--- src/rtl/seg_scan_if.sv ---
// Bundle of signals between the BCD decoder stage and the display driver.
// The decoder side uses the master modport. The scan driver uses the slave modport.
interface seg_scan_if #(
  parameter int DIGITS = 4
) ();

  // Per-digit segment requests, active-high, bit i belongs to digit i
  logic [DIGITS-1:0] seg_a;
  logic [DIGITS-1:0] seg_b;
  logic [DIGITS-1:0] seg_c;
  logic [DIGITS-1:0] seg_d;
  logic [DIGITS-1:0] seg_e;
  logic [DIGITS-1:0] seg_f;
  logic [DIGITS-1:0] seg_g;
  logic [DIGITS-1:0] dp;
  logic [DIGITS-1:0] digit_en;

  // Shared display bus, polarity set by the driver parameters
  logic [6:0]        seg_out;
  logic              dp_out;
  logic [DIGITS-1:0] an;
  logic              frame_start;

  modport master (
    output seg_a, seg_b, seg_c, seg_d, seg_e, seg_f, seg_g, dp, digit_en,
    input  seg_out, dp_out, an, frame_start
  );

  modport slave (
    input  seg_a, seg_b, seg_c, seg_d, seg_e, seg_f, seg_g, dp, digit_en,
    output seg_out, dp_out, an, frame_start
  );

endinterface

--- src/rtl/seg_scan_mux.sv ---
// Time-multiplexed seven-segment driver.
// The module takes one snapshot of all digit inputs per frame, so a frame never shows mixed data.
// It then scans the digits one slot at a time. Each slot opens with a few dark cycles so
// that one digit's segments never ghost onto the next digit. Every output comes from a register.
module seg_scan_mux #(
  parameter int DIGITS         = 4,
  parameter int PRESCALE       = 50000,
  parameter int BLANK_CYCLES   = 2,
  parameter int SEG_ACTIVE_LOW = 1,
  parameter int AN_ACTIVE_LOW  = 1
) (
  input  logic      clk,
  input  logic      rst_n,
  seg_scan_if.slave bus
);

  localparam int CNT_W = $clog2(PRESCALE);
  localparam int IDX_W = $clog2(DIGITS);

  localparam logic [CNT_W-1:0] CNT_LAST  = CNT_W'(PRESCALE - 1);
  localparam logic [CNT_W-1:0] CNT_BLANK = CNT_W'(BLANK_CYCLES);
  localparam logic [IDX_W-1:0] IDX_LAST  = IDX_W'(DIGITS - 1);

  // Output levels for an unlit segment and for a disabled anode
  localparam logic SEG_OFF = (SEG_ACTIVE_LOW != 0);
  localparam logic AN_OFF  = (AN_ACTIVE_LOW != 0);

  // One frame's worth of display data. seg[0] is segment a and seg[6] is segment g.
  typedef struct packed {
    logic [6:0][DIGITS-1:0] seg;
    logic [DIGITS-1:0]      dp;
    logic [DIGITS-1:0]      en;
  } snap_t;

  logic [CNT_W-1:0]  cnt;
  logic [IDX_W-1:0]  idx;
  snap_t             snap;
  snap_t             snap_next;

  logic              frame_start_q;
  logic [6:0]        seg_q;
  logic              dp_q;
  logic [DIGITS-1:0] an_q;

  logic              slot_last;
  logic              frame_top;
  logic              lit;
  logic [6:0]        lit_seg;
  logic [DIGITS-1:0] onehot;

  assign slot_last = (cnt == CNT_LAST);
  assign frame_top = (cnt == '0) && (idx == '0);

  // Arrange the raw inputs in the snapshot layout
  assign snap_next.seg = {bus.seg_g, bus.seg_f, bus.seg_e, bus.seg_d,
                          bus.seg_c, bus.seg_b, bus.seg_a};
  assign snap_next.dp  = bus.dp;
  assign snap_next.en  = bus.digit_en;

  // Decide what the current slot position shows
  always_comb begin
    // NOTE: every combinational output gets a default first, so no path can infer a latch.
    lit_seg = '0;
    lit     = (cnt >= CNT_BLANK) && snap.en[idx];
    for (int k = 0; k < 7; k++) begin
      lit_seg[k] = snap.seg[k][idx];
    end
    onehot = {{(DIGITS-1){1'b0}}, 1'b1} << idx;
  end

  // Slot prescaler and digit index
  always_ff @(posedge clk) begin
    // NOTE: state is updated with non-blocking assignments, so every register sees the
    // values from before the edge, whatever order the statements are in.
    if (!rst_n) begin
      cnt <= '0;
      idx <= '0;
    end else begin
      if (slot_last) begin
        cnt <= '0;
        idx <= (idx == IDX_LAST) ? '0 : idx + 1'b1;
      end else begin
        cnt <= cnt + 1'b1;
      end
    end
  end

  // Snapshot captured at the top of each frame, with a one-cycle marker
  always_ff @(posedge clk) begin
    if (!rst_n) begin
      // NOTE: the snapshot is cleared on reset on purpose. The first frame after reset
      // loads before anything is lit, but a cleared value keeps the dark state free of X.
      snap          <= '0;
      frame_start_q <= 1'b0;
    end else begin
      frame_start_q <= frame_top;
      if (frame_top) begin
        snap <= snap_next;
      end
    end
  end

  // Registered output stage. Dark during the blanking guard and for disabled digits.
  always_ff @(posedge clk) begin
    if (!rst_n) begin
      seg_q <= {7{SEG_OFF}};
      dp_q  <= SEG_OFF;
      an_q  <= {DIGITS{AN_OFF}};
    end else if (lit) begin
      seg_q <= lit_seg ^ {7{SEG_OFF}};
      dp_q  <= snap.dp[idx] ^ SEG_OFF;
      an_q  <= onehot ^ {DIGITS{AN_OFF}};
    end else begin
      seg_q <= {7{SEG_OFF}};
      dp_q  <= SEG_OFF;
      an_q  <= {DIGITS{AN_OFF}};
    end
  end

  assign bus.seg_out     = seg_q;
  assign bus.dp_out      = dp_q;
  assign bus.an          = an_q;
  assign bus.frame_start = frame_start_q;

endmodule

--- src/flat_wrapper.sv ---
// flat-port wrapper written by rule: the top's interface ports become plain ports
module seg_scan_mux_flat 
#(
  parameter int DIGITS         = 4,
  parameter int PRESCALE       = 50000,
  parameter int BLANK_CYCLES   = 2,
  parameter int SEG_ACTIVE_LOW = 1,
  parameter int AN_ACTIVE_LOW  = 1
)
  (clk, rst_n, bus_seg_a, bus_seg_b, bus_seg_c, bus_seg_d, bus_seg_e, bus_seg_f, bus_seg_g, bus_dp, bus_digit_en, bus_seg_out, bus_dp_out, bus_an, bus_frame_start);
  seg_scan_if #(.DIGITS(DIGITS)) bus_i ();
  input  logic clk;
  input  logic rst_n;
  input wire logic [$bits(bus_i.seg_a)-1:0] bus_seg_a;
  input wire logic [$bits(bus_i.seg_b)-1:0] bus_seg_b;
  input wire logic [$bits(bus_i.seg_c)-1:0] bus_seg_c;
  input wire logic [$bits(bus_i.seg_d)-1:0] bus_seg_d;
  input wire logic [$bits(bus_i.seg_e)-1:0] bus_seg_e;
  input wire logic [$bits(bus_i.seg_f)-1:0] bus_seg_f;
  input wire logic [$bits(bus_i.seg_g)-1:0] bus_seg_g;
  input wire logic [$bits(bus_i.dp)-1:0] bus_dp;
  input wire logic [$bits(bus_i.digit_en)-1:0] bus_digit_en;
  output wire logic [$bits(bus_i.seg_out)-1:0] bus_seg_out;
  output wire logic [$bits(bus_i.dp_out)-1:0] bus_dp_out;
  output wire logic [$bits(bus_i.an)-1:0] bus_an;
  output wire logic [$bits(bus_i.frame_start)-1:0] bus_frame_start;
  assign bus_i.seg_a = bus_seg_a;
  assign bus_i.seg_b = bus_seg_b;
  assign bus_i.seg_c = bus_seg_c;
  assign bus_i.seg_d = bus_seg_d;
  assign bus_i.seg_e = bus_seg_e;
  assign bus_i.seg_f = bus_seg_f;
  assign bus_i.seg_g = bus_seg_g;
  assign bus_i.dp = bus_dp;
  assign bus_i.digit_en = bus_digit_en;
  assign bus_seg_out = bus_i.seg_out;
  assign bus_dp_out = bus_i.dp_out;
  assign bus_an = bus_i.an;
  assign bus_frame_start = bus_i.frame_start;
  seg_scan_mux #(.DIGITS(DIGITS), .PRESCALE(PRESCALE), .BLANK_CYCLES(BLANK_CYCLES), .SEG_ACTIVE_LOW(SEG_ACTIVE_LOW), .AN_ACTIVE_LOW(AN_ACTIVE_LOW)) u_core (.clk(clk), .rst_n(rst_n), .bus(bus_i));
endmodule
--- config.mk ---
export PLATFORM = sky130hd
export DESIGN_NAME = seg_scan_mux_flat
export DESIGN_NICKNAME = d
export VERILOG_FILES = /design/src/rtl/seg_scan_if.sv /design/src/rtl/seg_scan_mux.sv /design/src/flat_wrapper.sv
export SDC_FILE = /design/constraint.sdc
export NUM_CORES = 1
export LEC_CHECK = 0
export CORE_MARGIN = 3
export CORE_UTILIZATION = 52
export DETAILED_ROUTE_END_ITERATION = 8
export GPL_TIMING_DRIVEN = 0
export PLACE_DENSITY = 0.85
export SLEW_MARGIN = 0
export SYNTH_ARGS = -nofsm -noshare
export SYNTH_HDL_FRONTEND = slang
export SYNTH_SLANG_ARGS = --single-unit
--- constraint.sdc ---
create_clock -name clk -period 2.36 [get_ports clk]
set_input_delay 0.354 -clock clk [delete_from_list [all_inputs] [get_ports clk]]
set_output_delay 0.354 -clock clk [all_outputs]
set_load 0.005 [all_outputs]
==> flow_summary_export.csv <==
group,metric,value,unit
worst_setup_path,crit_path_max_fanout,10,
yosys,synth.top_cells.by_area,"dfxtp_1, mux2i_1, nand2_1, mux4_2, xnor2_1",
routing,drc,0,
routing,route.vias.total,2241,
yosys,seq_area_frac_synth,0.4556,
timing,hold_viol_final,0,
worst_setup_path,reg2reg_slack,0.07,ns
cts,path_clk_slew,0.08,ns
timing,tns,0,ns
power,finalPower,2772,uW
finish,syn_to_final_growth,28.77,%
placed_design,placed_cells,418,
yosys,synth_edf_count,0,
power,irDropWorstVdd,670.4,uV
die,die_h,81.25,um
worst_setup_path,regToRegEndpoint,"u_core.snap[19]$_SDFFE_PN0P_",
yosys,synthCells,299,
yosys,synth_fp_nets,344,
die,core,5303,sq um
cts,cts_sinks,67,
placed_design,dp_hpwl,4198,um
global_route,grt_usage,0.2034,
routing,post_drt_wl_per_cell,13.94,um
cts,insertion_delay,0.34,ns
timing,finalCriticalPeriod,2.290,ns
timing,worst_pin_slew,0.7370,ns
job,max_cap_viol_count,0,
routing,first_iter_violations,105,
cts,cts.path.max_buffers,2,
worst_setup_path,worstPathArrival,2.55,ns
global_route,grt_max_degree,13,
power,intPower,2143,uW
worst_setup_path,worstSetupStartpointType,"flip-flop",
worst_hold_path,hp-start,"rst_n",
cts,post_cts_resized,0,
cts,htree_levels,3,
finish,final_cells,436,
placed_design,io_buffers,49,
yosys,syn-cell-area,2944,sq um
yosys,yosysWarnings,0,
power,p_seq_frac,0.449,
yosys,synth_seq_cells,67,
routing,ant_nets,0,
yosys,synthArstFlopShare,0,
worst_setup_path,r2r-start,"u_core.cnt[8]$_SDFF_PP0_",
yosys,yosys.area.top_type_share,0.4556,
worst_setup_path,crit_path_end_kind,"flip-flop",
global_route,grt_pass1_wl,9984,um
yosys,synth.most_common_cell,"nand2_1",
routing,postRouteWirelength,6077,um
worst_hold_path,hold_path_class,"in -> reg",
power,power_density,731.1,nW/um^2
die,die_w,81.25,um
worst_hold_path,hold-path-endpoint,"u_core.bus.an[0]$_SDFF_PN1_",
placed_design,place_congestion,0.8415,
worst_setup_path,r2r_cells,7,
worst_hold_path,min_path_cells,3,
worst_setup_path,crit_type,"reg -> reg",
global_route,antenna_found_initial,0,
worst_setup_path,crit_required,2.62,ns
yosys,synth.distinct_cells,25,
global_route,grt_overflow_total,0,
yosys,synth_top_area_cell,"dfxtp_1",
timing,setup_viol,0,
finish,final_layout_size_suffix_gt1_frac,0.1339,
power,power.switching,628.2,uW
timing,slew_viol_final,0,
die,die-area,6601,sq um
yosys,synth-main-ff-cell,"dfxtp_1",
global_route,grt_pass1_vias,2152,
finish,utilization,0.7150,
cts,cts_tree,"yes",
timing,rsz0062_at_grt,"false",
power,swShare,0.2267,
cts,cts_buffers,9,
cts,cts_root_buffer,"clkbuf_8",
die,initial_utilization,0.5552,
finish,fin_nets,406,
die,fp-row-count,26,
finish,diodes,0,
yosys,yosys-top-cells-count,"nand2_1, dfxtp_1, mux2i_1",
timing,max_freq,0.4367,GHz
timing,slew_headroom,0.5087,
routing,drtPass1Iterations,4,
power,p_leak,0.001534,uW
routing,viasPerCell,5.140,
timing,skew,0.01204,ns
power,clkPwrFrac,0.421,
power,combPwrFrac,0.130,
timing,fin_hold_ws,0.4171,ns
yosys,avgSynthCellArea,9.846,sq um
status,status,"complete, no violations",
die,ioPinCount,51,
timing,fin_crit_sh,0.9702,
==> worst max-delay path, stage by stage (launching register included) <==
cell     delay [ns]
dfxtp_1        0.31
buf_6          0.12
or4_1          0.49
or4_1          0.54
buf_6          0.15
nor2_8         0.19
buf_12         0.17
mux2i_1        0.23
==> routing by layer <==
metal	vias up	track usage	share of wire
met4	0	0.07095	0.013
met5	-	0	0
met3	7	0.06208	0.055
met2	54	0.3383	0.50
met1	1059	0.2498	0.44
li1	1121	-	-
==> power by group through the flow <==
stage | Sequential (uW) | Clock (uW) | Combinational (uW)
final | 1250 | 1170 | 360
after global routing | 1250 | 1220 | 391
after CTS | 1240 | 1190 | 353
after detailed placement | 1270 | 0 | 346
after global placement | 1270 | 0 | 338
after floorplan | 1260 | 0 | 239
==> cells in the final DEF (no fill, tap or decap) <==
cell,count
or4_1,3
or3_1,2
dfxtp_1,67
clkdlybuf4s50_1,49
clkinv_4,2
and3_1,1
a31o_2,1
mux2i_1,38
clkbuf_8,10
mux4_2,9
nand2_2,11
ha_1,7
bufinv_16,3
buf_12,3
nor4_1,4
nand3_1,6
nor2_1,19
nand2_1,79
nor3_1,5
xnor2_1,13
o311a_4,1
inv_1,8
nor2_8,1
nand4_1,4
or3_2,1
buf_4,3
buf_1,1
clkbuf_1,10
buf_6,3
clkinv_2,1
xor2_1,1
==> through the flow <==
step	instance area [sq um]	setup WS [ns]
2_1_floorplan	2944	0.1775
3_3_place_gp	3522	0.06165
3_5_place_dp	3522	0.02163
4_1_cts	3772	0.005580
5_1_grt	3791	0.0008453
6_report	3791	0.07030
==> layout make-up <==
type	count	area [sq um]
Buffer	17	135.1
Clock buffer	10	137.6
Clock inverter	6	112.6
Fill cell	399	1511
Inverter	8	30.03
Multi-Input combinational cell	206	1434
Sequential cell	67	1341
Tap cell	70	87.58
Timing Repair Buffer	52	513.0
==> worst max path at each step <==
stage | cells past startpoint | start | slack [ns] | end
finish | 7 | u_core.cnt[8]$_SDFF_PP0_ | 0.07 | u_core.snap[19]$_SDFFE_PN0P_
global route | 7 | u_core.idx[0]$_SDFFE_PN0P_ | 0.0008 | u_core.snap[19]$_SDFFE_PN0P_
CTS | 7 | u_core.cnt[8]$_SDFF_PP0_ | 0.006 | u_core.snap[19]$_SDFFE_PN0P_
detailed placement | 7 | u_core.cnt[8]$_SDFF_PP0_ | 0.02 | u_core.snap[32]$_SDFFE_PN0P_
global placement | 7 | u_core.cnt[8]$_SDFF_PP0_ | 0.06 | u_core.snap[19]$_SDFFE_PN0P_
floorplan | 7 | u_core.cnt[8]$_SDFF_PP0_ | 0.18 | u_core.snap[11]$_SDFFE_PN0P_
==> logic make-up (layout without fill, tap and decap cells) <==
| group | after synthesis | count (layout) | synth area share |
|---|---|---|---|
| AND/OR/NAND/NOR | 136 | 136 | 0.2074 |
| buffers and inverters | 26 | 93 | 0.05737 |
| multiplexers | 47 | 47 | 0.1980 |
| adder cells (fa/ha/maj) | 7 | 7 | 0.02975 |
| XOR/XNOR | 14 | 14 | 0.04165 |
| flip-flops | 67 | 67 | 0.4556 |
| AO/OA/AOI/OAI | 2 | 2 | 0.01020 |
==> timing repair <==
action                                 in CTS  in global routing
setup endpoints to repair                   1                 25
hold buffers                                0                  0
pin swaps                                   1                  1
endpoints found under the hold margin       0                  0
setup buffers                               0                  3
==> state kept, by name (all words and copies together) (netlist names) <==
register	cells
u_core.snap	36
u_core.cnt	16
u_core.bus.seg_out	7
u_core.bus.an	4
u_core.idx	2
u_core.bus.dp_out	1
u_core.bus.frame_start	1
Power figures use the tool's default switching activity.
==> patch, RTL diff (config.mk and constraints unchanged) <==
`PRESCALE` is set to 50000 in 2 places; all go to 100000.
--- a/src/rtl/seg_scan_mux.sv
+++ b/src/rtl/seg_scan_mux.sv
@@ -4,7 +4,7 @@
 // that one digit's segments never ghost onto the next digit. Every output comes from a register.
 module seg_scan_mux #(
   parameter int DIGITS         = 4,
-  parameter int PRESCALE       = 50000,
+  parameter int PRESCALE       = 100000,
   parameter int BLANK_CYCLES   = 2,
   parameter int SEG_ACTIVE_LOW = 1,
   parameter int AN_ACTIVE_LOW  = 1
--- a/src/flat_wrapper.sv
+++ b/src/flat_wrapper.sv
@@ -2,7 +2,7 @@
 module seg_scan_mux_flat 
 #(
   parameter int DIGITS         = 4,
-  parameter int PRESCALE       = 50000,
+  parameter int PRESCALE       = 100000,
   parameter int BLANK_CYCLES   = 2,
   parameter int SEG_ACTIVE_LOW = 1,
   parameter int AN_ACTIVE_LOW  = 1
Function: no difference found for any inputs over 10 cycles, from zero or initial values and one cycle with rst_n low; that may be too few to reach the edited logic, so the function may still have changed.
==> patch against the unedited design <==
  * Synthesized area is 2.8% higher
  * Sequential cell count is 1 higher
  * Power is 3.6% higher
  * Routed wire length is 7.7% higher
  * Non-clock buffer count is 2 lower
  * Setup slack better by 0.27 ns
  * Via count is 3.6% higher
  * Final area is 2.3% higher
  * Hold slack better by 0.039 ns
  * Global-route usage is 0.84 points higher
  * Count of clock-buffer cells in the layout is 1 lower
  * Critical path type unchanged
==> patch: results (changes against the unedited design) <==
metric,value,unit,change
outcome,finished clean,,
Worst Hold Path EP,u_core.snap[33]$_SDFFE_PN0P_,,
launch instance of the worst min-delay path,u_core.snap[33]$_SDFFE_PN0P_,,
peak fanout along the critical path,10,,unchanged
Post-Synth XOR/XNOR Area,4.34,%,+0.18 points
Max stage delay on crit path,0.51,ns,-0.03 ns
"Arr. time, crit path",2.29,ns,-0.26 ns
count of port buffers added during placement,50,,+2.0%
critical path startpoint,u_core.idx[1]$_SDFFE_PN0P_,,
area share of the leading cell type in the synthesized netlist,45.0,%,-0.58 points
wire length of the first global-routing pass,10.6,mm,+6.1%
Combinational Power Share,12.0,%,-1.0 points
part of the cycle the worst path needs,85.7,%,-11 points
cell type group with the largest total delay on the critical path,buffers and inverters,,
GRT met1 Usage,26.6,%,+1.6 points
total nets after synthesis,351,,+2.0%
multiplexer area fraction after synthesis,18.6,%,-1.2 points
last element of the critical path,u_core.snap[14]$_SDFFE_PN0P_,,
share of total power in the clock network,44.1,%,+2.0 points
leak pwr,1.54,nW,+0.60%
Post-Synth Adder-Cell Area,2.89,%,-0.081 points
length of routed met3 wiring,306,um,-8.4%
Worst Setup Slack post-DPL,0.311,ns,+0.289 ns
count of distinct cell types in the synthesized netlist,32,,+28%
fraction of met3 tracks used by global routing,5.42,%,-0.79 points
met2 layer usage reported by global route,34.2,%,+0.39 points
relative max-transition margin,58.8,%,+8.0 points
met2 wire length,3.20,mm,+6.0%
maximum resistive drop on vdd,476,uV,-29%
compound-gate portion of the synthesized area,1.28,%,+0.26 points
number of search-and-repair iterations in the first detailed-routing pass,5,,+1
fin nets,412,,+1.5%
sequential element share of the synthesized area,45.0,%,-0.58 points
First DRT Iteration DRCs,130,,+24%
worst hold-check path type,reg -> reg,,
Final Skew,0.0118,ns,-0.000219 ns
GRT Resource Usage Total,21.2,%,+0.84 points
routability-driven placement congestion ratio,0.789,,-6.2%
Routed wire per std cell,14.8,um,+6.0%
cells taking the most area after synthesis,"sky130_fd_sc_hd__dfxtp_1, sky130_fd_sc_hd__mux2i_1, sky130_fd_sc_hd__nand2_1",,
tightest hold margin,0.456,ns,+0.0394 ns
most numerous cell types in the synthesized netlist,"sky130_fd_sc_hd__nand2_1, sky130_fd_sc_hd__dfxtp_1, sky130_fd_sc_hd__mux2i_1",,
via count normalized by instance count,5.24,,+2.0%
worst-path cell with the longest stage delay,sky130_fd_sc_hd__clkbuf_1,,
fraction of layout cells with a size suffix above 1,11.6,%,-1.8 points
Hold Path Stages,2,,-1
Detailed Place HPWL,4.33,mm,+3.2%
## patch: cell count changes after synthesis, sizes merged, moves of 2 or more
cell	delta
nor4	+4
o21ai	+3
xor2	+3
a21oi	+2
and4	+2
clkbuf	-2
mux2i	-2
nand4	+2
or3	-2
or4	-2
xnor2	-2
## patch: metrics by stage
step           utilization (%)  area (um^2)  cells  total power, mW
2_1_floorplan                -         3030    306             1.50
3_3_place_gp              64.9         3620    428             1.61
3_5_place_dp              64.9         3620    428             1.62
4_1_cts                   69.6         3880    443             2.88
5_1_grt                   69.6         3880    443             2.97
6_report                  69.6         3880    443             2.87
## patch: area by class of cell
cell class / instances / area [um^2]
clock buffers: 9 / 124
inverters: 9 / 33.8
flip-flops and latches: 68 / 1360
repair buffers: 50 / 500
fillers: 401 / 1700
plain buffers: 17 / 125
well taps: 72 / 90.1
multi-input cells: 212 / 1510
clock inverters: 6 / 136
